--- src/rtl/i2s_mem_fetcher.sv ---
// i2s_mem_fetcher: serves I2S word requests from two host-filled ping-pong buffers over a single-word read port
module i2s_mem_fetcher #(
  parameter int ADDR_WIDTH = 32,
  parameter int SIZE_WIDTH = 24
) (
  input  logic                  clk,
  input  logic                  rst,
  input  logic                  enable,
  input  logic [ADDR_WIDTH-1:0] buf0_base,
  input  logic [ADDR_WIDTH-1:0] buf1_base,
  input  logic [SIZE_WIDTH-1:0] buf_size,
  input  logic [1:0]            buf_ready_set,
  output logic [1:0]            buf_ready,
  output logic [1:0]            buf_done,
  output logic                  active_buf,
  output logic                  starved,
  input  logic                  request_data,
  input  logic [SIZE_WIDTH-1:0] request_size,
  output logic                  request_finished,
  output logic [31:0]           memory_data,
  output logic                  memory_data_strobe,
  output logic                  mem_rd_req,
  output logic [ADDR_WIDTH-1:0] mem_addr,
  input  logic                  mem_rd_ack,
  input  logic [31:0]           mem_rd_data
);
  localparam logic [2:0] IDLE     = 3'd0;
  localparam logic [2:0] SELECT   = 3'd1;
  localparam logic [2:0] WAIT_BUF = 3'd2;
  localparam logic [2:0] READ     = 3'd3;
  localparam logic [2:0] DELIVER  = 3'd4;
  localparam logic [2:0] FINISH   = 3'd5;
  localparam logic [2:0] HOLD     = 3'd6;
  logic [2:0]            state;
  logic [SIZE_WIDTH-1:0] remaining, offset, off_inc;
  logic [ADDR_WIDTH-1:0] base_sel;
  logic                  drain, sel, wrap, zero_done;
  always_comb begin
    off_inc            = offset + SIZE_WIDTH'(1);
    sel                = buf_ready[active_buf] ? active_buf : ~active_buf;
    wrap               = enable && state == DELIVER && off_inc == buf_size;
    zero_done          = enable && state == SELECT && |buf_ready && buf_size == '0;
    buf_done           = wrap ? {active_buf, ~active_buf} : zero_done ? {sel, ~sel} : 2'b00;
    base_sel           = active_buf ? buf1_base : buf0_base;
    mem_rd_req         = state == READ || drain;
    mem_addr           = mem_rd_req ? base_sel + (ADDR_WIDTH'(offset) << 2) : '0;
    memory_data_strobe = enable && state == DELIVER;
    request_finished   = enable && state == FINISH;
    starved            = enable && state == WAIT_BUF;
  end
  always_ff @(posedge clk) begin
    if (rst) begin
      state       <= IDLE;
      remaining   <= '0;
      offset      <= '0;
      active_buf  <= 1'b0;
      buf_ready   <= 2'b00;
      drain       <= 1'b0;
      memory_data <= '0;
    end else begin
      buf_ready <= (buf_ready & ~buf_done) | buf_ready_set;
      if (drain && mem_rd_ack) drain <= 1'b0;
      if (!enable) begin
        state <= IDLE;
        if (state == READ && !mem_rd_ack) drain <= 1'b1;
      end else begin
        case (state)
          IDLE: if (request_data && !drain) begin
            remaining <= request_size;
            state     <= request_size == '0 ? FINISH : SELECT;
          end
          SELECT: if (zero_done) active_buf <= ~sel;
          else if (|buf_ready) begin
            state <= READ;
            if (sel != active_buf) begin
              active_buf <= sel;
              offset     <= '0;
            end
          end else state <= WAIT_BUF;
          WAIT_BUF: if (|buf_ready) state <= SELECT;
          READ: if (mem_rd_ack) begin
            memory_data <= mem_rd_data;
            state       <= DELIVER;
          end
          DELIVER: begin
            remaining <= remaining - SIZE_WIDTH'(1);
            offset    <= wrap ? '0 : off_inc;
            if (wrap) active_buf <= ~active_buf;
            state <= remaining == SIZE_WIDTH'(1) ? FINISH : SELECT;
          end
          FINISH: state <= HOLD;
          HOLD: if (!request_data) state <= IDLE;
          default: state <= IDLE;
        endcase
      end
    end
  end
endmodule

--- config.mk ---
export PLATFORM = sky130hd
export DESIGN_NAME = i2s_mem_fetcher
export DESIGN_NICKNAME = d
export VERILOG_FILES = /design/src/rtl/i2s_mem_fetcher.sv
export SDC_FILE = /design/constraint.sdc
export NUM_CORES = 1
export LEC_CHECK = 0
export ABC_AREA = 1
export CAP_MARGIN = 20
export CORE_MARGIN = 2
export CORE_UTILIZATION = 40
export DETAILED_ROUTE_END_ITERATION = 10
export PLACE_DENSITY_LB_ADDON = 0.1
export SLEW_MARGIN = 5
export SYNTH_ARGS = -nofsm -noshare
export SYNTH_HDL_FRONTEND = slang
export SYNTH_SLANG_ARGS = --single-unit
--- constraint.sdc ---
create_clock -name clk -period 4.2 [get_ports clk]
set_input_delay 0.84 -clock clk [delete_from_list [all_inputs] [get_ports clk]]
set_output_delay 0.84 -clock clk [all_outputs]
set_load 0.01 [all_outputs]
==> results.json <==
{
  "clock-sinks": 87,
  "crit_required_ns": 3.36,
  "syn_area_mm2": 0.007305,
  "first_global_vias": 8086,
  "critPathCaptureType": "output port",
  "core_area_mm2": 0.01796,
  "clk_latency_ns": 0.35,
  "synth_seq_cells": 87,
  "final.fill_count": 1779,
  "die_w_um": 139.1,
  "grt.total_usage": 0.2543,
  "htreeDepth": 3,
  "clk_pin_slew_ns": 0.06,
  "start_util": 0.4066,
  "hp-class": "flop to flop",
  "powerDensity_mw_per_mm2": 211.9,
  "dieArea_mm2": 0.01936,
  "diodes": 0,
  "final_antenna_net_count": 0,
  "cts_inserted_buffers": 9,
  "peakVddDrop_uv": 209.1,
  "drt-initial-drc-count": 510,
  "r2r_slack_ns": 1.53,
  "nets": 1683,
  "dpl_cell_area_mm2": 0.01023,
  "maxCapViolations": 0,
  "r2r_cells": 14,
  "firstDrtPassIters": 5,
  "ys_async_sr_fraction": 0,
  "fin_setup_tns_ns": 0,
  "synth_cell_types": 43,
  "synth_top_area_share": 0.2384,
  "synth_edf_count": 0,
  "pre_cts_slack_ns": -0.6295,
  "clock-skew-final_ns": 0.01076,
  "drt-total-wl_mm": 25.44,
  "slowest_stage": "clkdlybuf4s50_1",
  "r2r-start": "state[0]",
  "fin_crit_ns": 4.095,
  "die_h_um": 139.1,
  "overflow": 0,
  "holdBufCountCts": 0,
  "cp_cell_sequence": "clkdlybuf4s50_1, nand2_1, nand2_1, ha_2, a21oi_2, nand2_2, buf_4, buf_4, buf_4, buf_4, buf_4, buf_4, o21ai_1, a21oi_1, dlygate4sd2_1",
  "grt_max_degree": 49,
  "slowest_delay_ns": 0.48,
  "gp_congestion": 0.9343,
  "io_buffer_count": 223,
  "cp.depth": 15,
  "cts-root-buf": "clkbuf_16",
  "critPathLaunch": "buf1_base[5]",
  "min_from": "remaining[23]",
  "areaGrowthSynthToFinish_pct": 47.70,
  "path_delay_family": "buffers and inverters",
  "period_share": 0.9750,
  "grt_pass1_wl_mm": 40.60,
  "synth_area_per_cell_um2": 5.963,
  "status": "complete, no violations",
  "via_per_inst": 5.070,
  "critical_path_class": "input port to output port",
  "syn_inst": 1225,
  "synth_warnings": 0,
  "drive_above_1_share": 0.1480,
  "yosysSeqAreaShare": 0.2384,
  "cp_common_cell": "buf_4",
  "synth.net_count": 1406,
  "crit_path_max_fanout": 4,
  "crit_arrival_ns": 3.26,
  "r2r_end": "offset[17]",
  "drc": 0,
  "io_pins": 224,
  "setup.worst_path.end": "mem_addr[6]",
  "synth_most_common_cell": "nand2_1",
  "dp_hpwl_mm": 19.44,
  "maxSlewHeadroom": 0.3372,
  "fmax_mhz": 244.2,
  "worstSetupStartpointType": "input port",
  "cp.buffers_inverters": 8,
  "dr_total_vias": 8801,
  "worstMarginPinSlew_ns": 0.9931,
  "clk_path_buf_depth": 2,
  "cts_tree": "done",
  "ys.flop_type": "dfxtp_1",
  "stdcell_area_mm2": 0.01079,
  "worst_slack_ns": 0.1048,
  "hold_violations": 0,
  "yosys-top-cells-area": "dfxtp_1, nand2_1, nor2_1, a21oi_1, o21ai_0",
  "drv_slew": 0,
  "antenna_found_initial": 0,
  "synth_top_area_cell": "dfxtp_1",
  "yosys-top-cells-count": "nand2_1, nor2_1, a21oi_1, inv_1, o21ai_0",
  "power.leakage_nw": 4.776,
  "holdWs_ns": 0.4785,
  "rows": 49,
  "drt-wirelength-per-cell_um": 14.65,
  "setup_viol": 0
}
-- per-layer routing --
layer	wire length [um]	GRT usage
met1	11270	0.3319
met3	1614	0.04938
met2	11870	0.4296
met4	684	0.06964
met5	0	0
-- sequential cells by signal (all words and copies together) (netlist names) --
signal and count:
active_buf 1, memory_data 32, remaining 24, drain 1
offset 24, buf_ready 2, state 3
-- cell usage in the layout, fill, tap and decap left out, types with 12 or more instances in the layout --
| cell type | count |
|---|---|
| inv_2 | 13 |
| ha_1 | 24 |
| inv_1 | 108 |
| clkdlybuf4s50_1 | 193 |
| dlygate4sd2_1 | 14 |
| nand2_1 | 302 |
| buf_4 | 86 |
| nand3_1 | 56 |
| xor2_1 | 17 |
| nand3_2 | 19 |
| nand2_2 | 14 |
| nor3_1 | 12 |
| nor2_1 | 193 |
| nor2_2 | 14 |
| nand4_1 | 18 |
| a21oi_2 | 12 |
| o21ai_0 | 95 |
| dfxtp_1 | 86 |
| a21oi_1 | 98 |
-- repair_timing --
item / CTS / global route
pin swaps: 11 / 16
gates resized for setup: 69 / 56
endpoints found under the setup margin: 25 / 25
setup buffers: 7 / 3
-- metrics by stage --
step / utilization / cells / total power (W)
floorplan: - / 1225 / 0.001212
global placement: 0.5696 / 1710 / 0.001510
detailed placement: 0.5696 / 1710 / 0.001513
CTS: 0.5895 / 1733 / 0.002289
global route: 0.6006 / 1736 / 0.002415
finish: 0.6006 / 1736 / 0.002286
-- where the power goes --
part,internal (W),switching [W]
combinational,0.000308,0.000327
sequential,0.000849,0.0000260
clock,0.000407,0.000369
total,0.00156,0.000721
-- final cells by class --
class | count | area (um2) | share of cell area
repair buffers | 312 | 2879 | 0.2668
multi-input cells | 971 | 5145 | 0.4769
flip-flops and latches | 87 | 1743 | 0.1615
clock inverters | 7 | 56.30 | 0.005219
inverters | 121 | 454.2 | 0.04210
well taps | 229 | 286.5 | 0.02656
clock buffers | 9 | 225.2 | 0.02087
-- worst min path at each step --
| stage | to | cells past startpoint |
|---|---|---|
| floorplan | remaining[23] | 2 |
| global placement | remaining[23] | 2 |
| detailed placement | remaining[23] | 2 |
| CTS | remaining[23] | 2 |
| global route | remaining[23] | 2 |
| finish | remaining[23] | 2 |
-- cell families after synthesis --
logic type	Yosys count	share of synthesized area
buf+inv	167	0.09044
mux	5	0.006852
simple gates	668	0.4046
flops	87	0.2384
compound gates	243	0.1754
fa+ha+maj	30	0.05242
xor+xnor	25	0.03186
-- tightest hold or removal path: cells and delay by family (launching register included) --
| kind | cells | cell delay [ns] |
|---|---|---|
| AOI/OAI and AO/OA | 1 | 0.06 |
| and+or+nand+nor | 1 | 0.06 |
| DFF | 1 | 0.31 |
(Power assumes the default switching activity.)
